--- src/rtl/ro_pair_counter_pkg.sv ---
// ro_pair_counter_pkg
// Shared definitions for the ring-oscillator pair counter:
//   - default parameter values for counter width, window and settle length
//   - drain length (covers the 2-flop synchronizer plus edge-detect flop)
//   - FSM state type used by the top module
package ro_pair_counter_pkg;

    localparam int unsigned DEF_CNT_W    = 16;
    localparam int unsigned DEF_WINDOW   = 1024;
    localparam int unsigned DEF_SETTLE   = 4;
    localparam int unsigned DRAIN_CYCLES = 3;

    typedef enum logic [2:0] {
        StIdle,
        StSettle,
        StRun,
        StDrain,
        StCompare,
        StDone
    } state_e;

endpackage

--- src/rtl/ro_edge_counter.sv ---
// ro_edge_counter
// Counts rising edges of one asynchronous ring-oscillator output.
// Ports:
//   i_clk, i_rst_n : clock, asynchronous active-low reset
//   i_ro           : raw RO output (asynchronous to i_clk)
//   i_flush        : hold the synchronizer/edge-detect flops at 0
//   i_clr          : clear count and saturation flag
//   i_en           : accept detected edges into the counter
//   o_cnt          : saturating edge count
//   o_sat          : sticky, set once the count reaches its maximum
module ro_edge_counter #(
    parameter int unsigned CNT_W = 16
) (
    input  logic             i_clk,
    input  logic             i_rst_n,
    input  logic             i_ro,
    input  logic             i_flush,
    input  logic             i_clr,
    input  logic             i_en,
    output logic [CNT_W-1:0] o_cnt,
    output logic             o_sat
);

    logic             r_sync1;
    logic             r_sync2;
    logic             r_prev;
    logic [CNT_W-1:0] r_cnt;
    logic             r_sat;
    logic             w_rise;
    logic             w_at_max;
    logic [CNT_W-1:0] w_cnt_inc;

    // Two flops of synchronization, third flop remembers the previous level.
    // Flushing keeps edges seen while the RO is held from leaking into RUN.
    always_ff @(posedge i_clk or negedge i_rst_n) begin
        if (!i_rst_n) begin
            r_sync1 <= 1'b0;
            r_sync2 <= 1'b0;
            r_prev  <= 1'b0;
        end else if (i_flush) begin
            r_sync1 <= 1'b0;
            r_sync2 <= 1'b0;
            r_prev  <= 1'b0;
        end else begin
            r_sync1 <= i_ro;
            r_sync2 <= r_sync1;
            r_prev  <= r_sync2;
        end
    end

    assign w_rise    = r_sync2 & ~r_prev;
    assign w_at_max  = &r_cnt;
    assign w_cnt_inc = r_cnt + CNT_W'(1);

    always_ff @(posedge i_clk or negedge i_rst_n) begin
        if (!i_rst_n) begin
            r_cnt <= '0;
            r_sat <= 1'b0;
        end else if (i_clr) begin
            r_cnt <= '0;
            r_sat <= 1'b0;
        end else if (i_en && w_rise) begin
            if (w_at_max) begin
                r_sat <= 1'b1;
            end else begin
                r_cnt <= w_cnt_inc;
                // Reaching all-ones means further edges can no longer be told apart.
                r_sat <= r_sat | (&w_cnt_inc);
            end
        end
    end

    assign o_cnt = r_cnt;
    assign o_sat = r_sat;

endmodule

--- src/rtl/ro_pair_counter.sv ---
// ro_pair_counter
// Measures two ring oscillators over a fixed window and reports which one
// produced more rising edges (one PUF response bit).
// Ports:
//   i_clk, i_rst_n         : clock, asynchronous active-low reset
//   i_start                : request a measurement (sampled in IDLE only)
//   i_ro_a, i_ro_b         : raw RO outputs
//   o_ro_en, o_ro_rst      : RO enable / active-high RO hold
//   o_busy                 : measurement in progress
//   o_done                 : one-cycle pulse, results valid from this cycle
//   o_resp_bit, o_tie      : cnt_a > cnt_b, cnt_a == cnt_b
//   o_sat                  : either counter saturated during the measurement
//   o_cnt_a, o_cnt_b       : final edge counts
// Done appears SETTLE+WINDOW+5 cycles after the Start-accept edge: it is
// registered on the edge that leaves DONE, so it shows in the first IDLE cycle.
module ro_pair_counter
    import ro_pair_counter_pkg::*;
#(
    parameter int unsigned CNT_W  = DEF_CNT_W,
    parameter int unsigned WINDOW = DEF_WINDOW,
    parameter int unsigned SETTLE = DEF_SETTLE
) (
    input  logic             i_clk,
    input  logic             i_rst_n,
    input  logic             i_start,
    input  logic             i_ro_a,
    input  logic             i_ro_b,
    output logic             o_ro_en,
    output logic             o_ro_rst,
    output logic             o_busy,
    output logic             o_done,
    output logic             o_resp_bit,
    output logic             o_tie,
    output logic             o_sat,
    output logic [CNT_W-1:0] o_cnt_a,
    output logic [CNT_W-1:0] o_cnt_b
);

    localparam int unsigned WCW = $clog2(WINDOW + 1);
    localparam logic [WCW-1:0] SETTLE_LAST = WCW'(SETTLE - 1);
    localparam logic [WCW-1:0] WINDOW_LAST = WCW'(WINDOW - 1);
    localparam logic [WCW-1:0] DRAIN_LAST  = WCW'(DRAIN_CYCLES - 1);

    state_e           r_state;
    logic [WCW-1:0]   r_wcnt;
    logic             r_ro_en;
    logic             r_ro_rst;
    logic             r_busy;
    logic             r_done;
    logic             r_resp;
    logic             r_tie;

    logic             w_accept;
    logic             w_count_en;
    logic             w_flush;
    logic [CNT_W-1:0] w_cnt_a;
    logic [CNT_W-1:0] w_cnt_b;
    logic             w_sat_a;
    logic             w_sat_b;

    assign w_accept   = (r_state == StIdle) && i_start;
    // DRAIN keeps counting so edges still in the synchronizer are not lost.
    assign w_count_en = (r_state == StRun) || (r_state == StDrain);
    assign w_flush    = !w_count_en;

    ro_edge_counter #(
        .CNT_W (CNT_W)
    ) u_cnt_a (
        .i_clk   (i_clk),
        .i_rst_n (i_rst_n),
        .i_ro    (i_ro_a),
        .i_flush (w_flush),
        .i_clr   (w_accept),
        .i_en    (w_count_en),
        .o_cnt   (w_cnt_a),
        .o_sat   (w_sat_a)
    );

    ro_edge_counter #(
        .CNT_W (CNT_W)
    ) u_cnt_b (
        .i_clk   (i_clk),
        .i_rst_n (i_rst_n),
        .i_ro    (i_ro_b),
        .i_flush (w_flush),
        .i_clr   (w_accept),
        .i_en    (w_count_en),
        .o_cnt   (w_cnt_b),
        .o_sat   (w_sat_b)
    );

    // r_wcnt times SETTLE, RUN and DRAIN; it restarts from 0 on every state change.
    always_ff @(posedge i_clk or negedge i_rst_n) begin
        if (!i_rst_n) begin
            r_state  <= StIdle;
            r_wcnt   <= '0;
            r_ro_en  <= 1'b0;
            r_ro_rst <= 1'b1;
            r_busy   <= 1'b0;
            r_done   <= 1'b0;
            r_resp   <= 1'b0;
            r_tie    <= 1'b0;
        end else begin
            r_done <= 1'b0;
            unique case (r_state)
                StIdle: begin
                    if (i_start) begin
                        r_state <= StSettle;
                        r_wcnt  <= '0;
                        r_busy  <= 1'b1;
                        r_resp  <= 1'b0;
                        r_tie   <= 1'b0;
                    end
                end
                StSettle: begin
                    if (r_wcnt == SETTLE_LAST) begin
                        r_state  <= StRun;
                        r_wcnt   <= '0;
                        r_ro_rst <= 1'b0;
                        r_ro_en  <= 1'b1;
                    end else begin
                        r_wcnt <= r_wcnt + WCW'(1);
                    end
                end
                StRun: begin
                    if (r_wcnt == WINDOW_LAST) begin
                        r_state <= StDrain;
                        r_wcnt  <= '0;
                        r_ro_en <= 1'b0;
                    end else begin
                        r_wcnt <= r_wcnt + WCW'(1);
                    end
                end
                StDrain: begin
                    if (r_wcnt == DRAIN_LAST) begin
                        r_state <= StCompare;
                        r_wcnt  <= '0;
                    end else begin
                        r_wcnt <= r_wcnt + WCW'(1);
                    end
                end
                StCompare: begin
                    // Strict compare: an equal count yields resp 0 with tie 1.
                    r_resp   <= (w_cnt_a > w_cnt_b);
                    r_tie    <= (w_cnt_a == w_cnt_b);
                    r_ro_rst <= 1'b1;
                    r_state  <= StDone;
                end
                StDone: begin
                    r_done  <= 1'b1;
                    r_busy  <= 1'b0;
                    r_state <= StIdle;
                end
                default: begin
                    r_state <= StIdle;
                end
            endcase
        end
    end

    assign o_ro_en    = r_ro_en;
    assign o_ro_rst   = r_ro_rst;
    assign o_busy     = r_busy;
    assign o_done     = r_done;
    assign o_resp_bit = r_resp;
    assign o_tie      = r_tie;
    assign o_sat      = w_sat_a | w_sat_b;
    assign o_cnt_a    = w_cnt_a;
    assign o_cnt_b    = w_cnt_b;

endmodule

--- config.mk ---
export PLATFORM = sky130hd
export DESIGN_NAME = ro_pair_counter
export DESIGN_NICKNAME = d
export VERILOG_FILES = /design/src/rtl/ro_pair_counter_pkg.sv /design/src/rtl/ro_edge_counter.sv /design/src/rtl/ro_pair_counter.sv
export SDC_FILE = /design/constraint.sdc
export NUM_CORES = 1
export LEC_CHECK = 0
export ABC_CLOCK_PERIOD_IN_PS = 2700
export CAP_MARGIN = 15
export CORE_ASPECT_RATIO = 1.75
export CORE_MARGIN = 1.5
export CORE_UTILIZATION = 36
export DETAILED_ROUTE_END_ITERATION = 8
export SYNTH_ARGS = -nofsm -noshare
export SYNTH_HDL_FRONTEND = slang
export SYNTH_SLANG_ARGS = --single-unit
--- constraint.sdc ---
create_clock -name i_clk -period 2.7 [get_ports i_clk]
set_input_delay 0.54 -clock i_clk [delete_from_list [all_inputs] [get_ports i_clk]]
set_output_delay 0.54 -clock i_clk [all_outputs]
set_load 0.05 [all_outputs]
==> implementation parameters, run 1 <==
Parameter                              Value

Worst setup path
  Worst-case reg-to-reg path depth    7
  Largest stage delay on the critical path    0.59 ns
  Top delay family on crit path    simple AND/OR/NAND/NOR gates
  Maximum fanout count along the critical path    13
  Slowest stage cell on the critical path    nor4_1
  Type of the setup path with the least slack    flop to flop
  Critical Path RT    2.90 ns
  Endpoint of the most critical register-to-register path    r_wcnt[7]
  Arrival @ worst endpoint    ~2.6 ns
  Flop-to-flop setup slack    between 0.3 and 0.4 ns
  Kind of launch point of the worst setup path    flop
  Category of the worst setup path capture point    flop
  Buffering stage count on the worst path with inverters included    0
  Reg-to-Reg Start    r_wcnt[1]
  Cell Chain, Critical Path    ha_1 -> nand2_1 -> nor4_1 -> o21a_1 -> nor2b_1 -> o21ai_0 -> o31ai_1

STA
  Actual transition at the worst max-transition pin    0.6287 ns
  Final worst path period share    0.8779
  Final worst clock skew    approximately 0.0073 ns
  Final Setup Violations    0
  Slew margin rel.    0.5770
  Number of pins with negative max-slew slack in the final report    0
  Shortest period the worst path allows    2.370 ns
  Final TNS setup    0 ns
  Setup repair after global routing missed its margin    no
  Timing-limited maximum frequency    421.9 MHz
  Hold_ws    between 0.2 and 0.25 ns
  Final Hold Viols    0

Global routing
  Total grt overflow    0
  Maximum number of pins on one net before global-route repair    30
  Initial antenna violation count    0
  Overall routing resource usage    0.1958
  Global-route wire length before repair    between 15,000 and 20,000 um
  Number of global-route vias before repair    ~3,500

Routing
  Routed wire length per instance    about 17 um
  Number of design rule violations left after detail routing    0
  Count of antenna-violating nets left after detailed routing    0
  Total wirelength of the detailed-routed design    around 10,000 um
  Ratio of routed vias to standard cells    5.778
  Number of detailed-route iterations in the first pass    5
  Via Count    3,594
  Number of DRC markers in iteration 0    about 190

Layout
  Flip-flop and latch area    roughly 1500 um^2
  Area overhead of the layout relative to synthesis    23.18%
  Filler Cells Inserted    around 1,000
  Multi-input combinational cell area    around 2200 um^2
  Most frequent standard cell in the layout excluding fill and tap cells    dfrtp_1
  Nets    a little over 500
  Diodes inserted    0
  Top library cells by usage in the layout, fill and taps aside    dfrtp_1 (59), o21ai_0 (52), clkdlybuf4s50_1 (42)
  Ratio of cells with drive above 1 in the final layout    0.08485

Logic synthesis
  Net count after synthesis    roughly 470
  Distinct cell type count of the synthesized netlist    65
  Number of flops mapped to enable cells by yosys    0
  Mean post-synth cell area    approximately 8.6 um^2
  Gate count after technology mapping    about 450
  Fraction of registers with async set/reset    1.000
  Dominant synthesized flop cell    dfrtp_1
  Synth warnings    0
  Count of state elements after synthesis    60
  Post-synth design cell area    around 3800 um^2
  Portion of the post-synthesis area used by sequential elements    0.3926

Clock network
  CTS root buf    clkbuf_16
  Worst-Skew Late Latency    approximately 0.33 ns
  Clock tree from TritonCTS    built
  # resized after CTS    0
  Cts hold-fix bufs    0
  Number of buffers added by the clock tree synthesis step    9
  Clock sinks    60
  Maximum level of the CTS H-tree    3
  Bufs on Longest Clock Path    2
  Post-CTS repair timing setup buffer count    0
  Clock transition at path regs    roughly 0.05 ns

Floorplan
  Width of the die    roughly 81 um
  Die Ht    approximately 140 um
  Initial Util    0.3716
  Site Rows    between 40 and 50
  Placeable core area    about 10,000 um^2
  Die Footprint    roughly 11,000 um^2
  Number of top-level design ports    44

Min path
  Kind of path behind the tightest hold check    input pin to async pin

Place
  Detail Placement HPWL    approximately 7600 um
  Port-buffer cells    43
  Routability cong.    roughly 0.88

Power and ir drop
  Cell leakage power    0.001905 uW
  Power density over cell area    around 700 nW/um^2
  Maximum vdd ir drop    around 0.00044 V

Flow run
  Maximum Capacitance Violations    0

Outcome
  Status    complete, no violations
metrics by stage:
| step | power [uW] | setup slack (ns) | cells | area [um^2] | utilization |
|---|---|---|---|---|---|
| 2_1_floorplan | 1767 | 0.2056 | 446 | 3827 | - |
| 3_3_place_gp | 2029 | 0.3896 | 606 | 4388 | 0.4260 |
| 3_5_place_dp | 2047 | 0.4013 | 606 | 4388 | 0.4260 |
| 4_1_cts | 3322 | 0.3666 | 622 | 4715 | 0.4577 |
| 5_1_grt | 3477 | 0.1871 | 622 | 4715 | 0.4577 |
| 6_report | 3289 | 0.3297 | 622 | 4715 | 0.4577 |
synthesized netlist by cell type (7+ instances only):
library cell,n,area [um^2]
clkbuf_1,8,30.03
nand2b_1,7,43.79
and2_1,12,75.07
nor2b_1,9,56.30
nand2_1,39,146.4
nand3_1,28,140.1
dfrtp_1,59,1476
nor3_1,10,50.05
nor2_1,33,123.9
inv_1,19,71.32
o31ai_1,13,97.59
ha_1,22,275.3
o21ai_0,52,260.3
a31oi_1,8,50.05
a21oi_1,19,95.09
nand4_1,7,43.79
report_power, final:
group	total [uW]	internal, uW	switching (uW)
registers	1120	999	124
clock network	1260	832	432
logic	902	305	598
cell families after synthesis:
group,synth area share
and+or+nand+nor,0.2592
AOI/OAI and AO/OA,0.2076
DFF,0.3926
buffers and inverters,0.04250
adders and majority gates,0.07192
xor gates and xnor gates,0.02060
muxes,0.005557
how the worst max path moves through the flow:
stage,start,endpoint,depth (start not counted)
floorplan,u_cnt_a.o_cnt[1],u_cnt_a.o_cnt[1],9
global placement,u_cnt_b.o_cnt[3],o_resp_bit,7
detailed placement,r_wcnt[1],r_wcnt[7],7
CTS,u_cnt_a.o_cnt[9],o_cnt_a[9],1
global route,r_wcnt[1],r_wcnt[5],7
finish,r_wcnt[1],r_wcnt[7],7
worst reg2reg max path: cells and delay by family (launching register included):
kind,cells,cell delay [ns]
AO/OA/AOI/OAI,3,0.71
adder cells (fa/ha/maj),1,0.31
flip-flops,1,0.38
AND/OR/NAND/NOR,3,0.83
area by class of cell:
cell class              count  share of cell area
flip-flops and latches     60              0.3187
well taps                 127             0.03370
repair buffers             51              0.1030
inverters                  21             0.01672
multi-input cells         347              0.4586
clock inverters             6             0.01858
clock buffers              10             0.05069
sequential cells by signal, summed over array words and instances, names as in the netlist, 3 cells and up:
signal / cells
r_wcnt: 11
r_state: 3
u_cnt_a.o_cnt: 16
u_cnt_b.o_cnt: 16
routing by layer:
layer / vias up / GRT usage / part of all wire
li1: 1723 / - / -
met1: 1759 / 0.2207 / 0.39
met2: 96 / 0.3531 / 0.55
met3: 16 / 0.03803 / 0.045
met4: 0 / 0.07169 / 0.017
met5: - / 0 / 0
Power figures use the tool's default switching activity.
==> run 2, diff against run 1 <==
--- a/config.mk
+++ b/config.mk
@@ -5,12 +5,14 @@
 export SDC_FILE = /design/constraint.sdc
 export NUM_CORES = 1
 export LEC_CHECK = 0
-export ABC_CLOCK_PERIOD_IN_PS = 2700
+export ABC_CLOCK_PERIOD_IN_PS = 2100
 export CAP_MARGIN = 15
 export CORE_ASPECT_RATIO = 1.75
 export CORE_MARGIN = 1.5
 export CORE_UTILIZATION = 36
+export CTS_BUF_LIST = sky130_fd_sc_hd__clkbuf_4 sky130_fd_sc_hd__clkbuf_8 sky130_fd_sc_hd__clkbuf_16
 export DETAILED_ROUTE_END_ITERATION = 8
+export GPL_TIMING_DRIVEN = 0
 export SYNTH_ARGS = -nofsm -noshare
 export SYNTH_HDL_FRONTEND = slang
 export SYNTH_SLANG_ARGS = --single-unit
==> constraint.sdc (replaced) <==
create_clock -name i_clk -period 2.1 [get_ports i_clk]
set_input_delay 0.42 -clock i_clk [delete_from_list [all_inputs] [get_ports i_clk]]
set_output_delay 0.42 -clock i_clk [all_outputs]
set_load 0.05 [all_outputs]
==> run 2 against run 1 <==
  * Register-to-register slack got worse by 0.28 ns
  * Count of clock-buffer cells in the layout up 2
  * Routed wire length rose by 7.2%
  * Hold slack lost 0.030 ns
  * Critical path type unchanged
  * Highest routed layer unchanged
==> implementation parameters, run 2 (same netlist as run 1, synthesis figures left out) <==
Parameter                              Value

Outcome
  Status    complete, no violations

STA
  Final Hold Viols    0
  Timing-limited maximum frequency    about 490 MHz
  Final Setup Violations    0
  Slew margin rel.    0.4582
  Final worst path period share    0.9767
  Hold_ws    between 0.15 and 0.2 ns
  Final TNS setup    0 ns
  Shortest period the worst path allows    a little over 2 ns
  Final worst clock skew    between 0.002 and 0.003 ns
  Actual transition at the worst max-transition pin    slightly above 0.8 ns
  Number of pins with negative max-slew slack in the final report    0

Power and ir drop
  Maximum vdd ir drop    approximately 0.00084 V
  Clock network power share    0.361
  Proportion of total power due to net switching    0.3385
  Power density over cell area    about 890 nW/um^2
  Switching power of the nets    around 1500 uW
  Overall Power    about 4500 uW
  Internal    around 3000 uW
  Cell leakage power    approximately 0.0022 uW
  Sequential cell fraction of total power    0.308
  Gate power share    0.330

Floorplan
  Width of the die    slightly above 80 um
  Site Rows    49
  Die Ht    around 140 um
  Number of top-level design ports    44
  Placeable core area    about 10,000 um^2
  Initial Util    0.3716
  Die Footprint    between 10,000 and 15,000 um^2

Clock network
  Clock sinks    60
  Worst-Skew Late Latency    between 0.3 and 0.4 ns
  Bufs on Longest Clock Path    2
  Maximum level of the CTS H-tree    3
  Clock tree from TritonCTS    built
  Clock transition at path regs    approximately 0.050 ns
  Number of buffers added by the clock tree synthesis step    9
  CTS root buf    clkbuf_16

Layout
  Flip-flop and latch area    about 1500 um^2
  Area overhead of the layout relative to synthesis    32.63%
  Area of all placed cells without fillers    approximately 5100 um^2
  Most frequent standard cell in the layout excluding fill and tap cells    o21ai_0
  Ratio of cells with drive above 1 in the final layout    0.2023
  Top library cells by usage in the layout, fill and taps aside    o21ai_0 (45), dfrtp_1 (40), nand2_1 (39)
  Multi-input combinational cell area    between 2000 and 2500 um^2
  Filler Cells Inserted    around 990
  Nets    between 500 and 600
  Diodes inserted    0

Routing
  Number of DRC markers in iteration 0    between 200 and 250
  Total wirelength of the detailed-routed design    between 10,000 and 15,000 um
  Number of detailed-route iterations in the first pass    5
  Number of design rule violations left after detail routing    0
  Via Count    between 3,000 and 4,000
  Routed wire length per instance    17.32 um
  Ratio of routed vias to standard cells    slightly below 6
  Count of antenna-violating nets left after detailed routing    0

Worst setup path
  Critical Path RT    between 2 and 2.5 ns
  Flop-to-flop setup slack    just under 0.05 ns
  Category of the worst setup path capture point    flop
  Type of the setup path with the least slack    flop to flop
  Maximum fanout count along the critical path    8
  Arrival @ worst endpoint    about 2.3 ns
  Kind of launch point of the worst setup path    flop

Global routing
  Maximum number of pins on one net before global-route repair    61
  Global-route wire length before repair    roughly 18,000 um
  Number of global-route vias before repair    3,574
  Initial antenna violation count    0
  Total grt overflow    0
  Overall routing resource usage    0.2044

Place
  Placed Instance Area    ~4500 um^2
  Routability cong.    between 0.8 and 0.9
  Port-buffer cells    43
  Detail Placement HPWL    around 8000 um

Min path
  Kind of path behind the tightest hold check    input pin to async pin

Flow run
  Maximum Capacitance Violations    0
run 2: changes by cell type in the layout (fill, tap and decap cells not counted), sizes merged:
cell	change
buf	+17
clkdlybuf4s50	-17
clkbuf	+9
dlygate4sd2	+9
dlymetal6s2s	+8
clkinv	-3
clkinvlp	+1
run 2: worst paths after layout:
check | start | end | cells after the start
min in group i_clk | u_cnt_b.r_sync1 | u_cnt_b.r_sync2 | 1
min reg2reg | u_cnt_b.r_sync1 | u_cnt_b.r_sync2 | 1
max | u_cnt_b.o_cnt[2] | u_cnt_b.o_sat | 6
min | i_rst_n | r_wcnt[7] | 1
max in group asynchronous | i_rst_n | u_cnt_b.o_cnt[3] | 1
max reg2reg | u_cnt_b.o_cnt[2] | u_cnt_b.o_sat | 6
run 2: final cells by class:
type | count | share of cell area
inverter | 21 | 0.01553
clock inverter | 4 | 0.01430
timing repair buffer | 60 | 0.1136
tap | 127 | 0.03130
clock buffer | 12 | 0.05127
sequential | 60 | 0.3007
buffer | 15 | 0.01997
multi-input combinational | 347 | 0.4533
run 2: repair_timing:
action	4_1_cts	5_1_grt
buffers inserted	10	7
pin swaps	5	2
endpoints found under the setup margin	53	40
hold buffers	0	0
gates resized for setup	25	39
run 2: layer usage:
| metal | vias to the layer above | global-route usage | wire (um) |
|---|---|---|---|
| met3 | 34 | 0.03279 | 397 |
| met1 | 1832 | 0.2292 | 4314 |
| met4 | 0 | 0.09982 | 428 |
| met2 | 105 | 0.3623 | 6049 |
| li1 | 1763 | - | - |
| met5 | - | 0 | 0 |
run 2: worst max-delay path, cell delays in order, from the launching register on:
cell and delay [ns]:
dfrtp_2 0.43, nand3_2 0.15, or4_4 0.58, nor2_4 0.14, xnor2_1 0.10, or4_4 0.45, o21ai_1 0.14
run 2: power groups by stage:
stage | clock, uW | combinational (uW) | sequential [uW]
2_1_floorplan | 0 | 708 | 1570
3_3_place_gp | 0 | 1260 | 1410
3_5_place_dp | 0 | 1270 | 1410
4_1_cts | 1670 | 1370 | 1390
5_1_grt | 1720 | 1640 | 1410
6_report | 1640 | 1500 | 1400
run 2: metrics by stage:
step                std cells  utilization  setup WS [ns]
floorplan                 446            -        0.01572
global placement          616       0.4328         -1.701
detailed placement        616       0.4326        -0.3251
CTS                       640       0.4759       0.003786
global route              646       0.4928       -0.01099
finish                    646       0.4928        0.04886
==> run 3, diff against run 2 <==
--- a/config.mk
+++ b/config.mk
@@ -5,12 +5,13 @@
 export SDC_FILE = /design/constraint.sdc
 export NUM_CORES = 1
 export LEC_CHECK = 0
-export ABC_CLOCK_PERIOD_IN_PS = 2100
+export ABC_CLOCK_PERIOD_IN_PS = 2180
 export CAP_MARGIN = 15
 export CORE_ASPECT_RATIO = 1.75
 export CORE_MARGIN = 1.5
 export CORE_UTILIZATION = 36
 export CTS_BUF_LIST = sky130_fd_sc_hd__clkbuf_4 sky130_fd_sc_hd__clkbuf_8 sky130_fd_sc_hd__clkbuf_16
+export CTS_CLUSTER_SIZE = 10
 export DETAILED_ROUTE_END_ITERATION = 8
 export GPL_TIMING_DRIVEN = 0
 export SYNTH_ARGS = -nofsm -noshare
==> constraint.sdc (replaced) <==
create_clock -name i_clk -period 2.18 [get_ports i_clk]
set_input_delay 0.436 -clock i_clk [delete_from_list [all_inputs] [get_ports i_clk]]
set_output_delay 0.436 -clock i_clk [all_outputs]
set_load 0.05 [all_outputs]
==> run 3 against run 2 <==
  * Via count shrank 3.5%
  * Final cell count shrank 0.31%
  * First-iteration DRC count grew 3.8%
  * Critical path type is now flop to primary output
  * Critical endpoint is now o_cnt_a[5]
  * Highest routed layer unchanged
==> implementation parameters, run 3 (same netlist as run 1, synthesis figures left out) <==
Parameter                              Value

Outcome
  Status    complete, no violations

Routing
  Routed wire length per instance    16.58 um
  Number of detailed-route iterations in the first pass    4
  Count of antenna-violating nets left after detailed routing    0
  Number of DRC markers in iteration 0    around 220
  Total wirelength of the detailed-routed design    around 11,000 um
  Ratio of routed vias to standard cells    around 5.6
  Number of design rule violations left after detail routing    0
  Via Count    roughly 3,600

Power and ir drop
  Proportion of total power due to net switching    0.3543
  Cell leakage power    0.002171 uW
  Clock network power share    0.348
  Internal    roughly 2600 uW
  Maximum vdd ir drop    about 0.00055 V
  Power density over cell area    between 800 and 900 nW/um^2
  Switching power of the nets    about 1400 uW
  Sequential cell fraction of total power    0.330
  Gate power share    0.322

Worst setup path
  Kind of launch point of the worst setup path    flop
  Cell Chain, Critical Path    clkdlybuf4s50_1
  Reg-to-Reg Start    u_cnt_a.o_cnt[9]
  Worst-case reg-to-reg path depth    8
  Slowest stage cell on the critical path    clkdlybuf4s50_1
  Critical Path RT    ~1.7 ns
  Category of the worst setup path capture point    primary output
  Arrival @ worst endpoint    1.70 ns
  Flop-to-flop setup slack    approximately 0.07 ns
  Type of the setup path with the least slack    flop to primary output
  Buffering stage count on the worst path with inverters included    1
  Maximum fanout count along the critical path    8
  Number of cells on the critical path    1
  Largest stage delay on the critical path    between 0.8 and 0.9 ns
  Top delay family on crit path    buffers and inverters
  Endpoint of the most critical register-to-register path    u_cnt_a.o_cnt[5]

STA
  Setup repair after global routing missed its margin    yes
  Timing-limited maximum frequency    about 470 MHz
  Actual transition at the worst max-transition pin    roughly 0.8 ns
  Number of pins with negative max-slew slack in the final report    0
  Final Hold Viols    0
  Shortest period the worst path allows    2.132 ns
  Final Setup Violations    0
  Final worst path period share    0.9780
  Final worst clock skew    ~0.0067 ns
  Hold_ws    roughly 0.18 ns
  Slew margin rel.    0.4689

Clock network
  Maximum level of the CTS H-tree    3
  CTS root buf    clkbuf_16
  Bufs on Longest Clock Path    2
  Number of buffers added by the clock tree synthesis step    9
  Clock transition at path regs    0.05 ns
  Clock sinks    60
  Clock tree from TritonCTS    built
  Worst-Skew Late Latency    ~0.33 ns
  Cts hold-fix bufs    0

Floorplan
  Placeable core area    around 10,000 um^2
  Width of the die    80.95 um
  Site Rows    around 50
  Die Footprint    roughly 11,000 um^2
  Die Ht    139.4 um
  Initial Util    0.3716
  Number of top-level design ports    44

Layout
  Nets    between 500 and 600
  Most frequent standard cell in the layout excluding fill and tap cells    dfrtp_1
  Ratio of cells with drive above 1 in the final layout    0.1663
  Top library cells by usage in the layout, fill and taps aside    dfrtp_1 (47), o21ai_0 (42), nand2_1 (39)
  Diodes inserted    0
  Area overhead of the layout relative to synthesis    28.90%
  Fraction of the core area covered by cells at the end of the flow    0.4790

Global routing
  Overall routing resource usage    0.1978
  Number of global-route vias before repair    around 3,500
  Total grt overflow    0
  Global-route wire length before repair    approximately 17,000 um
  Initial antenna violation count    0
  Maximum number of pins on one net before global-route repair    61

Place
  Port-buffer cells    43
  Routability cong.    about 0.87
  Detail Placement HPWL    7778 um

Flow run
  Maximum Capacitance Violations    0

Min path
  Kind of path behind the tightest hold check    input pin to async pin
run 3: metal layers:
metal	vias up	routed length [um]	GRT usage
li1	1764	-	-
met1	1749	4220	0.2203
met2	72	5829	0.3500
met3	20	307	0.03410
met4	0	322	0.09800
met5	-	0	0
run 3: repair_timing:
item,CTS,global route
resized for setup,11,38
endpoints found under the setup margin,43,45
pin swaps,5,2
setup buffers,7,7
run 3: per-stage QoR:
stage / instances / TNS, ns / instance area [um^2] / worst slack, ns / power, uW
after floorplan: 446 / 0 / 3847 / 0.0007920 / 2191
after global placement: 616 / -91.41 / 4437 / -1.640 / 2562
after detailed placement: 616 / -6.444 / 4434 / -0.3023 / 2577
after CTS: 638 / 0 / 4810 / 0.006830 / 4042
after global routing: 644 / -0.01944 / 4933 / -0.01022 / 4292
final: 644 / 0 / 4933 / 0.04804 / 4056
run 3: cell type report:
cell class	count	area, um^2
clock buffers	11	240.2
clock inverters	5	53.80
inverters	21	78.83
plain buffers	16	93.84
fillers	1001	5366
flip-flops and latches	60	1518
well taps	127	158.9
repair buffers	57	551.8
multi-input cells	347	2238
run 3: power groups by stage:
stage | clock [uW] | sequential (uW) | combinational [uW]
6_report | 1410 | 1340 | 1310
5_1_grt | 1490 | 1350 | 1450
4_1_cts | 1440 | 1340 | 1270
3_5_place_dp | 0 | 1360 | 1220
3_3_place_gp | 0 | 1350 | 1210
2_1_floorplan | 0 | 1510 | 680
run 3: worst max path at each step:
stage,startpoint,endpoint
2_1_floorplan,u_cnt_a.o_cnt[9],u_cnt_a.o_cnt[7]
3_3_place_gp,i_rst_n,u_cnt_b.o_cnt[3]
3_5_place_dp,i_start,u_cnt_a.o_cnt[11]
4_1_cts,u_cnt_a.o_cnt[1],u_cnt_a.o_cnt[11]
5_1_grt,r_state[1],u_cnt_b.o_cnt[11]
6_report,u_cnt_a.o_cnt[5],o_cnt_a[5]
